## src/rtl/ps2_keyboard_rx_if.sv

```systemverilog
// PS/2 receiver bus: raw line inputs and decoded key events.
// master = receiver side, slave = consumer/line-driver side.
interface ps2_keyboard_rx_if;
  logic       ps2_clk;
  logic       ps2_dat;
  logic [7:0] key_code;
  logic       key_extended;
  logic       key_break;
  logic       key_valid;
  logic       frame_err;
  logic       space_is_down;

  modport master (
    input  ps2_clk,
    input  ps2_dat,
    output key_code,
    output key_extended,
    output key_break,
    output key_valid,
    output frame_err,
    output space_is_down
  );

  modport slave (
    output ps2_clk,
    output ps2_dat,
    input  key_code,
    input  key_extended,
    input  key_break,
    input  key_valid,
    input  frame_err,
    input  space_is_down
  );
endinterface

```

## src/rtl/ps2_keyboard_rx.sv

```systemverilog
// PS/2 device-to-host receiver: frame deserialiser with
// E0/F0 prefix folding and space-bar state tracking.
module ps2_keyboard_rx #(
  parameter int         TIMEOUT_CYCLES = 50000,
  parameter logic [7:0] SPACE_CODE     = 8'h29
) (
  input logic             clk,
  input logic             reset,
  ps2_keyboard_rx_if.master bus
);

  localparam int TW = $clog2(TIMEOUT_CYCLES + 1);
  localparam logic [TW-1:0] TLAST = TW'(TIMEOUT_CYCLES - 1);

  typedef enum logic [1:0] {
    IDLE, DATA, PARITY, STOP
  } state_t;

  logic          clk_s1_q, clk_s2_q, hist_q;
  logic          dat_s1_q, dat_s2_q;
  logic          fall;
  logic          good;

  state_t        state_q;
  logic [2:0]    bit_cnt_q;
  logic [7:0]    sh_q;
  logic          par_q;
  logic [TW-1:0] tmo_q;
  logic          ext_pend_q, brk_pend_q;
  logic [7:0]    code_q;
  logic          ext_q, brk_q;
  logic          valid_q, err_q;
  logic          space_q;

  assign fall = hist_q & ~clk_s2_q;
  assign good = dat_s2_q & (^sh_q ^ par_q);

  // Two-flop synchronisers plus clock history; idle bus is high.
  always_ff @(posedge clk) begin
    if (!reset) begin
      clk_s1_q <= 1'b1;
      clk_s2_q <= 1'b1;
      hist_q   <= 1'b1;
      dat_s1_q <= 1'b1;
      dat_s2_q <= 1'b1;
    end else begin
      clk_s1_q <= bus.ps2_clk;
      clk_s2_q <= clk_s1_q;
      hist_q   <= clk_s2_q;
      dat_s1_q <= bus.ps2_dat;
      dat_s2_q <= dat_s1_q;
    end
  end

  // Frame FSM, timeout, prefix folding and registered key outputs.
  always_ff @(posedge clk) begin
    if (!reset) begin
      state_q    <= IDLE;
      bit_cnt_q  <= '0;
      sh_q       <= '0;
      par_q      <= 1'b0;
      tmo_q      <= '0;
      ext_pend_q <= 1'b0;
      brk_pend_q <= 1'b0;
      code_q     <= '0;
      ext_q      <= 1'b0;
      brk_q      <= 1'b0;
      valid_q    <= 1'b0;
      err_q      <= 1'b0;
      space_q    <= 1'b0;
    end else begin
      valid_q <= 1'b0;
      err_q   <= 1'b0;

      if (state_q == IDLE || fall)
        tmo_q <= '0;
      else
        tmo_q <= tmo_q + 1'b1;

      unique case (state_q)
        IDLE: begin
          if (fall && !dat_s2_q) begin
            state_q   <= DATA;
            bit_cnt_q <= '0;
          end
        end
        DATA: begin
          if (fall) begin
            sh_q      <= {dat_s2_q, sh_q[7:1]};
            bit_cnt_q <= bit_cnt_q + 1'b1;
            if (bit_cnt_q == 3'd7)
              state_q <= PARITY;
          end
        end
        PARITY: begin
          if (fall) begin
            par_q   <= dat_s2_q;
            state_q <= STOP;
          end
        end
        STOP: begin
          if (fall) begin
            state_q <= IDLE;
            unique case (1'b1)
              !good: begin
                err_q      <= 1'b1;
                ext_pend_q <= 1'b0;
                brk_pend_q <= 1'b0;
              end
              sh_q == 8'hF0: brk_pend_q <= 1'b1;
              sh_q == 8'hE0: ext_pend_q <= 1'b1;
              default: begin
                valid_q    <= 1'b1;
                code_q     <= sh_q;
                ext_q      <= ext_pend_q;
                brk_q      <= brk_pend_q;
                ext_pend_q <= 1'b0;
                brk_pend_q <= 1'b0;
                if (sh_q == SPACE_CODE && !ext_pend_q)
                  space_q <= ~brk_pend_q;
              end
            endcase
          end
        end
      endcase

      // A fall on the terminal count keeps the frame alive.
      if (state_q != IDLE && !fall && tmo_q == TLAST) begin
        state_q    <= IDLE;
        err_q      <= 1'b1;
        ext_pend_q <= 1'b0;
        brk_pend_q <= 1'b0;
      end
    end
  end

  assign bus.key_code      = code_q;
  assign bus.key_extended  = ext_q;
  assign bus.key_break     = brk_q;
  assign bus.key_valid     = valid_q;
  assign bus.frame_err     = err_q;
  assign bus.space_is_down = space_q;

endmodule

```

## src/flat_wrapper.sv

```systemverilog
// flat-port wrapper written by rule: the top's interface ports become plain ports
module ps2_keyboard_rx_flat 
#(
  parameter int         TIMEOUT_CYCLES = 50000,
  parameter logic [7:0] SPACE_CODE     = 8'h29
)
  (clk, reset, bus_ps2_clk, bus_ps2_dat, bus_key_code, bus_key_extended, bus_key_break, bus_key_valid, bus_frame_err, bus_space_is_down);
  ps2_keyboard_rx_if bus_i ();
  input logic clk;
  input logic reset;
  input wire logic [$bits(bus_i.ps2_clk)-1:0] bus_ps2_clk;
  input wire logic [$bits(bus_i.ps2_dat)-1:0] bus_ps2_dat;
  output wire logic [$bits(bus_i.key_code)-1:0] bus_key_code;
  output wire logic [$bits(bus_i.key_extended)-1:0] bus_key_extended;
  output wire logic [$bits(bus_i.key_break)-1:0] bus_key_break;
  output wire logic [$bits(bus_i.key_valid)-1:0] bus_key_valid;
  output wire logic [$bits(bus_i.frame_err)-1:0] bus_frame_err;
  output wire logic [$bits(bus_i.space_is_down)-1:0] bus_space_is_down;
  assign bus_i.ps2_clk = bus_ps2_clk;
  assign bus_i.ps2_dat = bus_ps2_dat;
  assign bus_key_code = bus_i.key_code;
  assign bus_key_extended = bus_i.key_extended;
  assign bus_key_break = bus_i.key_break;
  assign bus_key_valid = bus_i.key_valid;
  assign bus_frame_err = bus_i.frame_err;
  assign bus_space_is_down = bus_i.space_is_down;
  ps2_keyboard_rx #(.TIMEOUT_CYCLES(TIMEOUT_CYCLES), .SPACE_CODE(SPACE_CODE)) u_core (.clk(clk), .reset(reset), .bus(bus_i));
endmodule
```

## config.mk

```make
export PLATFORM = sky130hd
export DESIGN_NAME = ps2_keyboard_rx_flat
export DESIGN_NICKNAME = d
export VERILOG_FILES = /design/src/rtl/ps2_keyboard_rx_if.sv /design/src/rtl/ps2_keyboard_rx.sv /design/src/flat_wrapper.sv
export SDC_FILE = /design/constraint.sdc
export NUM_CORES = 1
export LEC_CHECK = 0
export ABC_CLOCK_PERIOD_IN_PS = 2200
export CAP_MARGIN = 30
export CORE_ASPECT_RATIO = 1.25
export CORE_MARGIN = 4
export CORE_UTILIZATION = 45
export DETAILED_ROUTE_END_ITERATION = 6
export HOLD_SLACK_MARGIN = 0.06
export SLEW_MARGIN = 10
export SYNTH_ARGS = -nofsm -noshare
export SYNTH_HDL_FRONTEND = slang
export SYNTH_SLANG_ARGS = --single-unit
```

## constraint.sdc

```tcl
create_clock -name clk -period 2.2 [get_ports clk]
set_clock_uncertainty 0.05 [all_clocks]
set_input_delay 0.44 -clock clk [delete_from_list [all_inputs] [get_ports clk]]
set_output_delay 0.44 -clock clk [all_outputs]
set_load 0.005 [all_outputs]
```

======== Word-level counts from Yosys, hierarchy flattened ========
Index checks and enable logic that the tools add are counted.
cells by class
  $add $sub $neg .......................... 2
  mux-type cells .......................... 16
  reduce and logical (&&, ||, !) cells .... 25
  equality and inequality tests ........... 13
  bitwise operators ....................... 9
operator list
  kind                                           number
  adder 16 x 1 -> 16 bit, second input constant  1
  == test 16 bit, second input constant          1
  == test 8 bit, second input constant           2
  AND reduction 3 bit                            5
  two-way mux 2 bit                              5
  == test 8 x 6 -> 1 bit, second input constant  1
  != test 2 x 1 -> 1 bit, second input constant  4
  case mux 2 bit (4 select lines)                1
  XOR reduction 8 bit                            1
  two-way mux 3 bit                              2
  NOT 1 bit                                      6
  case mux 3 bit (2 select lines)                1
  two-way mux 1 bit                              5
  AND reduction 5 bit                            1
  == test 2 bit, second input constant           2
  logical AND 1 bit                              4
  logical NOT 1 bit                              4
  case mux 1 bit (2 select lines)                2
  AND reduction 2 bit                            2
  AND reduction 4 bit                            1
  nonzero test 2 bit                             2
  OR reduction 2 bit                             2
  adder 3 x 1 -> 3 bit, second input constant    1
  == test 3 bit, second input constant           1
  other kinds (7)                                8
storage, ports and cells
  output and inout port bits .............. 13
  input bits .............................. 4
  bits in registers ....................... 50

======== Depth between registers and ports, before layout ========
Gate-level depths: netlist (run 1).
  word-level depth ........................ 7
  gate-level depth with buffers ........... 7
  depth with buffers taken out ............ 6

======== Worst setup path before layout (run 1) ========
Ideal clock, no wire load.
  path type ............................... reg2reg
  from .................................... reg u_core.sh_q[6]
  to ...................................... reg u_core.brk_q (netlist: u_core.bus.key_break)
  path slack .............................. 0.324 ns
  period minus slack after synthesis ...... 1.876 ns
  data required time ...................... 2.018 ns
  library setup time ...................... 0.132 ns
  cell stages (with the launch flop) ...... 8
  arrival time ............................ 1.694 ns
  cells stage by stage .................... dfxtp_1 -> inv_1 -> ha_1 -> xnor3_1 -> xnor2_1 -> buf_2 -> o31ai_1 -> a21oi_1
between the ends
  longest elaborated chain between the ends .. 7
  elaborated cells between the ends (all ways) .. 9
  classes of those cells .................. 2 x eq/ne; 3 x bitwise; 4 x reduce/logical
ends and longest elaborated chain
  item                                    RTL line                text
  start: declaration                      ps2_keyboard_rx.sv:26   logic [7:0] sh_q;
  start signal: assignment                ps2_keyboard_rx.sv:89   sh_q <= {dat_s2_q, sh_q[7:1]};
  XOR reduction 8 bit                     ps2_keyboard_rx.sv:36   assign good = dat_s2_q & (^sh_q ^ par_q);
  XOR 1 bit                               ps2_keyboard_rx.sv:36
  bitwise AND 1 bit                       ps2_keyboard_rx.sv:36
  logical NOT 1 bit                       ps2_keyboard_rx.sv:105  !good: begin
  OR reduction 3 bit (no source line) *   n/a
  NOT 1 bit (no source line) *            n/a
  AND reduction 3 bit (no source line) *  n/a
  end signal: assignment                  ps2_keyboard_rx.sv:116  brk_q <= brk_pend_q;
  end: declaration                        ps2_keyboard_rx.sv:31   logic ext_q, brk_q;
Every way passes the cells marked *; elsewhere a longest branch is shown, timed or not.
A chain may end at the register's enable or synchronous reset.

======== Final worst setup path (run 1) ========
  from .................................... reg u_core.sh_q[6]
  to ...................................... reg u_core.ext_q (netlist: u_core.bus.key_extended)
between the ends
  longest elaborated chain between the ends .. 7
  elaborated cells between the ends (all ways) .. 9
  classes of those cells .................. 2 x eq/ne; 3 x bitwise; 4 x reduce/logical
ends and longest elaborated chain
  item                                    RTL line                text
  XOR reduction 8 bit                     ps2_keyboard_rx.sv:36
  XOR 1 bit                               ps2_keyboard_rx.sv:36
  bitwise AND 1 bit                       ps2_keyboard_rx.sv:36
  logical NOT 1 bit                       ps2_keyboard_rx.sv:105
  OR reduction 3 bit (no source line) *   n/a
  NOT 1 bit (no source line) *            n/a
  AND reduction 3 bit (no source line) *  n/a
  end signal: assignment                  ps2_keyboard_rx.sv:115  ext_q <= ext_pend_q;
  end: declaration                        ps2_keyboard_rx.sv:31
Marked as above.

==> flow_summary.toml, run 1 <==
[finish]
utilization = 0.550
final_cell_mix = "dfxtp_1 (50), a21oi_1 (25), nor2_1 (24)"
n_antenna_cell = 0
nNetsFinal = 312
fill_cells = 513
final_common_cell = "dfxtp_1"
register_area_sq_um = 1000
drive_above_1_share = 0.112
multi_input_area_sq_um = 1270
areaGrowthSynthToFinish_pct = 17.7

[global_route]
antenna_found_initial = 0
grt_pass1_vias = 1885
grt_pass1_wl_um = 8710
grt_util_met2 = 0.326
grt_use_met1 = 0.186
grt-busiest-layer = "met2"
grt_start_max_net_pins = 17
grt_use_total = 0.172
grt_overflow = 0
met3_usage = 0.0304

[timing]
fin_crit_sh = 0.911
maxSlewViolCount = 0
fmax_mhz = 499
finalSetupTns_ns = 0
rsz0062_at_grt = "no"
whs_ns = 0.362
hold_viol = 0
worst_pin_slew_ns = 0.565
slew_headroom = 0.622
min_period_ns = 2.00
setup_slack_ns = 0.196
setup_viol = 0

[critical_path]
start_kind = "flop"
worstSetupPathType = "reg -> reg"
endpoint_kind = "flop"
arrival_ns = 2.18
worstPathMaxFanout = 11
required_ns = 2.38

[route]
route.vias.total = 1920
dr.pass1.iters = 4
vias_per_cell = 5.39
wl_um = 4990
drc = 0
wl_per_cell_um = 14.0
antenna_left = 0
drt_iter0_drc = 72

[clocking]
cts_made_buffers = 5
cts-root-buf = "clkbuf_8"
htree_num_levels = 2
hold_buffers = 0
insertion_delay_ns = 0.30
clock-sinks = 50
cts_resized = 1
cts_tree = "yes"
clkTransAtPathRegs_ns = 0.09
cts_setup_buffers = 0
cts_buffer_depth = 2

[worst_hold_path]
hp-class = "reg -> reg"

[placed_design]
place_hpwl_um = 3830
gp_congestion = 0.833
port_buffers = 16
dp_slack_ns = -0.0591

[floorplanning]
die_area_sq_um = 6500
core_area_sq_um = 5080
start_util = 0.467
fp.dieH_um = 89.2
die_w_um = 72.9
ios = 17
rows = 29

[run_status]
status = "finished clean"

[yosys]
ys_seq_elements = 50
syn_nets = 283
synth_edf_count = 0
avgSynthCellArea_sq_um = 8.99
ys_types = 43
syn_inst = 264
synth_ff_type = "dfxtp_1"
yosysSeqAreaShare = 0.422
yosys.area.top_type_share = 0.422
synth_top_cells_by_area = "dfxtp_1 (42%), ha_1 (7.9%), a21oi_1 (5.3%), nand4_1 (4.2%), o31ai_1 (4.1%)"
synthArstFlopShare = 0
synth_area_sq_um = 2370
synth_warnings = 0
yosys.area.top_type = "dfxtp_1"

[pwr]
p_per_area_nw_per_um2 = 595
vdd_ir_drop_max_mv = 0.330
finalPower_mw = 1.66
p_leak_nw = 0.995

[flow_run]
maxCapViolations = 0
-- cells by family (layout without fill, tap and decap cells) --
family,count (synthesis),after routing,share of synthesized area
simple gates,104,104,0.247
mux,4,4,0.0169
flops,50,50,0.422
buf+inv,27,57,0.0475
fa+ha+maj,15,15,0.0791
xor+xnor,14,14,0.0575
compound gates,50,50,0.130
-- synthesized netlist by cell type (all sizes together), types with 3 or more instances --
library cell and instances:
a21oi 25, buf 4, clkbuf 9, dfxtp 50
ha 15, inv 14, mux2i 4, nand2 15
nand2b 7, nand3 12, nand3b 3, nand4 17
nor2 24, nor2b 4, nor3 3, o21ai 4
o31ai 13, or4 4, xnor2 8, xor2 5
-- power breakdown --
part / switching [mW] / total (mW) / internal [mW]
registers: 0.0146 / 0.935 / 0.921
logic: 0.109 / 0.182 / 0.0732
clock network: 0.288 / 0.542 / 0.254
-- per-stage QoR --
| stage | cell area (sq um) | std cells |
|---|---|---|
| after floorplan | 2370 | 264 |
| after CTS | 2790 | 356 |
| after global placement | 2690 | 348 |
| after detailed placement | 2690 | 348 |
| after global routing | 2790 | 356 |
| final | 2790 | 356 |
-- cell type report --
cell class | instances | area share
Timing Repair Buffer | 35 | 0.108
Clock buffer | 7 | 0.0309
Sequential cell | 50 | 0.359
Inverter | 14 | 0.0188
Multi-Input combinational cell | 187 | 0.454
Clock inverter | 1 | 0.00179
Tap cell | 62 | 0.0278
-- sequential cells by signal, summed over array words and instances (netlist names), 2 cells and up --
signal / cells
u_core.tmo_q: 16
u_core.state_q: 2
u_core.bus.key_code: 8
u_core.sh_q: 8
u_core.bit_cnt_q: 3
-- critical path: stages (launching register included) --
cell and delay (ns):
dfxtp_1 0.34, inv_1 0.05, ha_1 0.30, xnor3_1 0.41
xnor2_2 0.48, o31ai_1 0.14, a21oi_1 0.16
-- final timing paths --
| path | from | to | slack, ns | cells after the start |
|---|---|---|---|---|
| worst max register to register | u_core.sh_q[6]$_SDFFE_PN0P_ | u_core.bus.key_extended$_SDFFE_PN0P_ | 0.20 | 6 |
| worst min register to register | u_core.dat_s1_q$_SDFF_PN1_ | u_core.dat_s2_q$_SDFF_PN1_ | 0.36 | 1 |
| worst min-delay path | u_core.dat_s1_q$_SDFF_PN1_ | u_core.dat_s2_q$_SDFF_PN1_ | 0.36 | 1 |
| worst max-delay path | u_core.sh_q[6]$_SDFFE_PN0P_ | u_core.bus.key_extended$_SDFFE_PN0P_ | 0.20 | 6 |
-- layer usage --
layer / routed length [um] / part of all wire / vias up
met3: 124 / 0.025 / 11
met2: 2650 / 0.53 / 28
li1: - / - / 998
met4: 134 / 0.027 / 0
met5: 0 / 0 / -
met1: 2080 / 0.42 / 883
Note: power is estimated with default switching activity, not from simulation.
==> inputs of run 2 (changes only) <==
- CORE_MARGIN: 4 -> 3
- GPL_ROUTABILITY_DRIVEN: default -> 0
==> run 2 against run 1 <==
Compared with the run above:
- flip-flop and latch count stayed put
- critical path depth did not move
- non-clock buffer count fell by 1
- clock power increased by 0.9%
- worst hold slack better by 0.0088 ns
- routed wire length decreased by 0.46%
- core utilization up 1.8 points
- global-route usage is essentially flat
==> flow_summary.toml, run 2 (same netlist as run 1, synthesis figures left out) <==
[global_route]
grt_overflow = 0
grt_start_max_net_pins = 17
grt_pass1_vias = 1892
grt_pass1_wl_um = 8400
antenna_found_initial = 0
grt_use_total = 0.172

[timing]
fmax_mhz = 503
hold_viol = 0
maxSlewViolCount = 0
slew_headroom = 0.630
rsz0062_at_grt = "no"
fin_crit_sh = 0.904
setup_viol = 0
worst_pin_slew_ns = 0.552
min_period_ns = 1.99

[worst_hold_path]
hold_start = "u_core.dat_s1_q$_SDFF_PN1_"
hp-class = "reg -> reg"
hold_end = "u_core.dat_s2_q$_SDFF_PN1_"
min_path_cells = 1

[critical_path]
arrival_ns = 2.16
r2r_slack_ns = 0.21
worstSetupPathType = "reg -> reg"
required_ns = 2.38
start_kind = "flop"
worstPathMaxFanout = 11
r2r-end = "u_core.bus.key_code[2]$_SDFFE_PN0P_"
ff2ff_path_depth = 6
endpoint_kind = "flop"
r2r_start = "u_core.sh_q[6]$_SDFFE_PN0P_"

[route]
antenna_left = 0
wl_um = 4970
route.vias.total = 1921
dr.pass1.iters = 4
drc = 0
wl_met1_um = 2090
met3_length_um = 105
met2WireLength_um = 2670
highest_layer = "met4"
drt_iter0_drc = 118
vias_per_cell = 5.44
wl_per_cell_um = 14.1

[pwr]
vdd_ir_drop_max_mv = 0.359
p_leak_nw = 0.991
p_per_area_nw_per_um2 = 596

[placed_design]
dpl_cell_area_sq_um = 2680
place_hpwl_um = 3790
port_buffers = 16
placed_cells = 345

[finish]
top_register = "u_core.tmo_q"
largest_reg_flops = 16
final_area_sq_um = 2780
areaGrowthSynthToFinish_pct = 17.2
final_cell_mix = "dfxtp_1 (50), a21oi_1 (25), nor2_1 (24)"
final_common_cell = "dfxtp_1"
nNetsFinal = 311
drive_above_1_share = 0.109
fin_cells = 353
n_antenna_cell = 0

[flow_run]
maxCapViolations = 0

[floorplanning]
rows = 28
die_area_sq_um = 6180
fp.dieH_um = 87.2
core_area_sq_um = 4900
start_util = 0.484
ios = 17
die_w_um = 70.9

[run_status]
status = "finished clean"

[clocking]
cts_tree = "yes"
clkTransAtPathRegs_ns = 0.09
cts_buffer_depth = 2
cts-root-buf = "clkbuf_8"
insertion_delay_ns = 0.30
hold_buffers = 0
cts_made_buffers = 5
clock-sinks = 50
htree_num_levels = 2
## run 2: cell types whose count changed in the layout (fill, tap and decap cells not counted), sizes merged
cell and change:
buf -1
## run 2: final cells by class
type                    count  area (sq um)
multi-input cells         187          1270
clock buffers               7          86.3
inverters                  14          52.6
well taps                  60          75.1
fillers                   461          2120
clock inverters             1          5.00
repair buffers             34           295
flip-flops and latches     50          1000
## run 2: report_power, final
part	switching [mW]	internal, mW
clock	0.293	0.254
sequential	0.0140	0.921
combinational	0.107	0.0689
total	0.414	1.24
## run 2: worst max path at each step
stage	start	end	cells after the start
after floorplan	u_core.sh_q[6]$_SDFFE_PN0P_	u_core.bus.key_break$_SDFFE_PN0P_	7
after global placement	u_core.sh_q[6]$_SDFFE_PN0P_	u_core.bus.key_code[2]$_SDFFE_PN0P_	6
after detailed placement	u_core.sh_q[6]$_SDFFE_PN0P_	u_core.bus.key_code[2]$_SDFFE_PN0P_	6
after CTS	u_core.sh_q[6]$_SDFFE_PN0P_	u_core.bus.key_code[2]$_SDFFE_PN0P_	6
after global routing	u_core.sh_q[6]$_SDFFE_PN0P_	u_core.bus.key_code[2]$_SDFFE_PN0P_	6
final	u_core.sh_q[6]$_SDFFE_PN0P_	u_core.bus.key_code[2]$_SDFFE_PN0P_	6
## run 2: repair_timing
item | CTS | global route
resized for setup | 1 | 0
endpoints found under the setup margin | 10 | 0
setup buffers | 0 | 0
## run 2: per-layer routing
metal	GRT usage	vias to the layer above
met1	0.185	899
met3	0.0277	9
li1	-	990
met2	0.330	23
met4	0.0684	0
met5	0	-
## run 2: critical path, stage by stage (launching register included)
cell and delay (ns):
dfxtp_1 0.33, inv_1 0.04, ha_1 0.29, xnor3_1 0.40, xnor2_2 0.47, o31ai_1 0.14
a21oi_1 0.19
## run 2: stage by stage
| step | worst slack (ns) | hold slack, ns | utilization | setup TNS (ns) | total power [mW] |
|---|---|---|---|---|---|
| after floorplan | 0.324 | 0.336 | - | 0 | 1.08 |
| after global placement | -0.00278 | 0.355 | 0.547 | -0.00278 | 1.13 |
| after detailed placement | -0.0579 | 0.352 | 0.547 | -0.217 | 1.13 |
| after CTS | 0.214 | 0.375 | 0.567 | 0 | 1.68 |
| after global routing | 0.0577 | 0.404 | 0.567 | 0 | 1.72 |
| final | 0.212 | 0.371 | 0.567 | 0 | 1.66 |
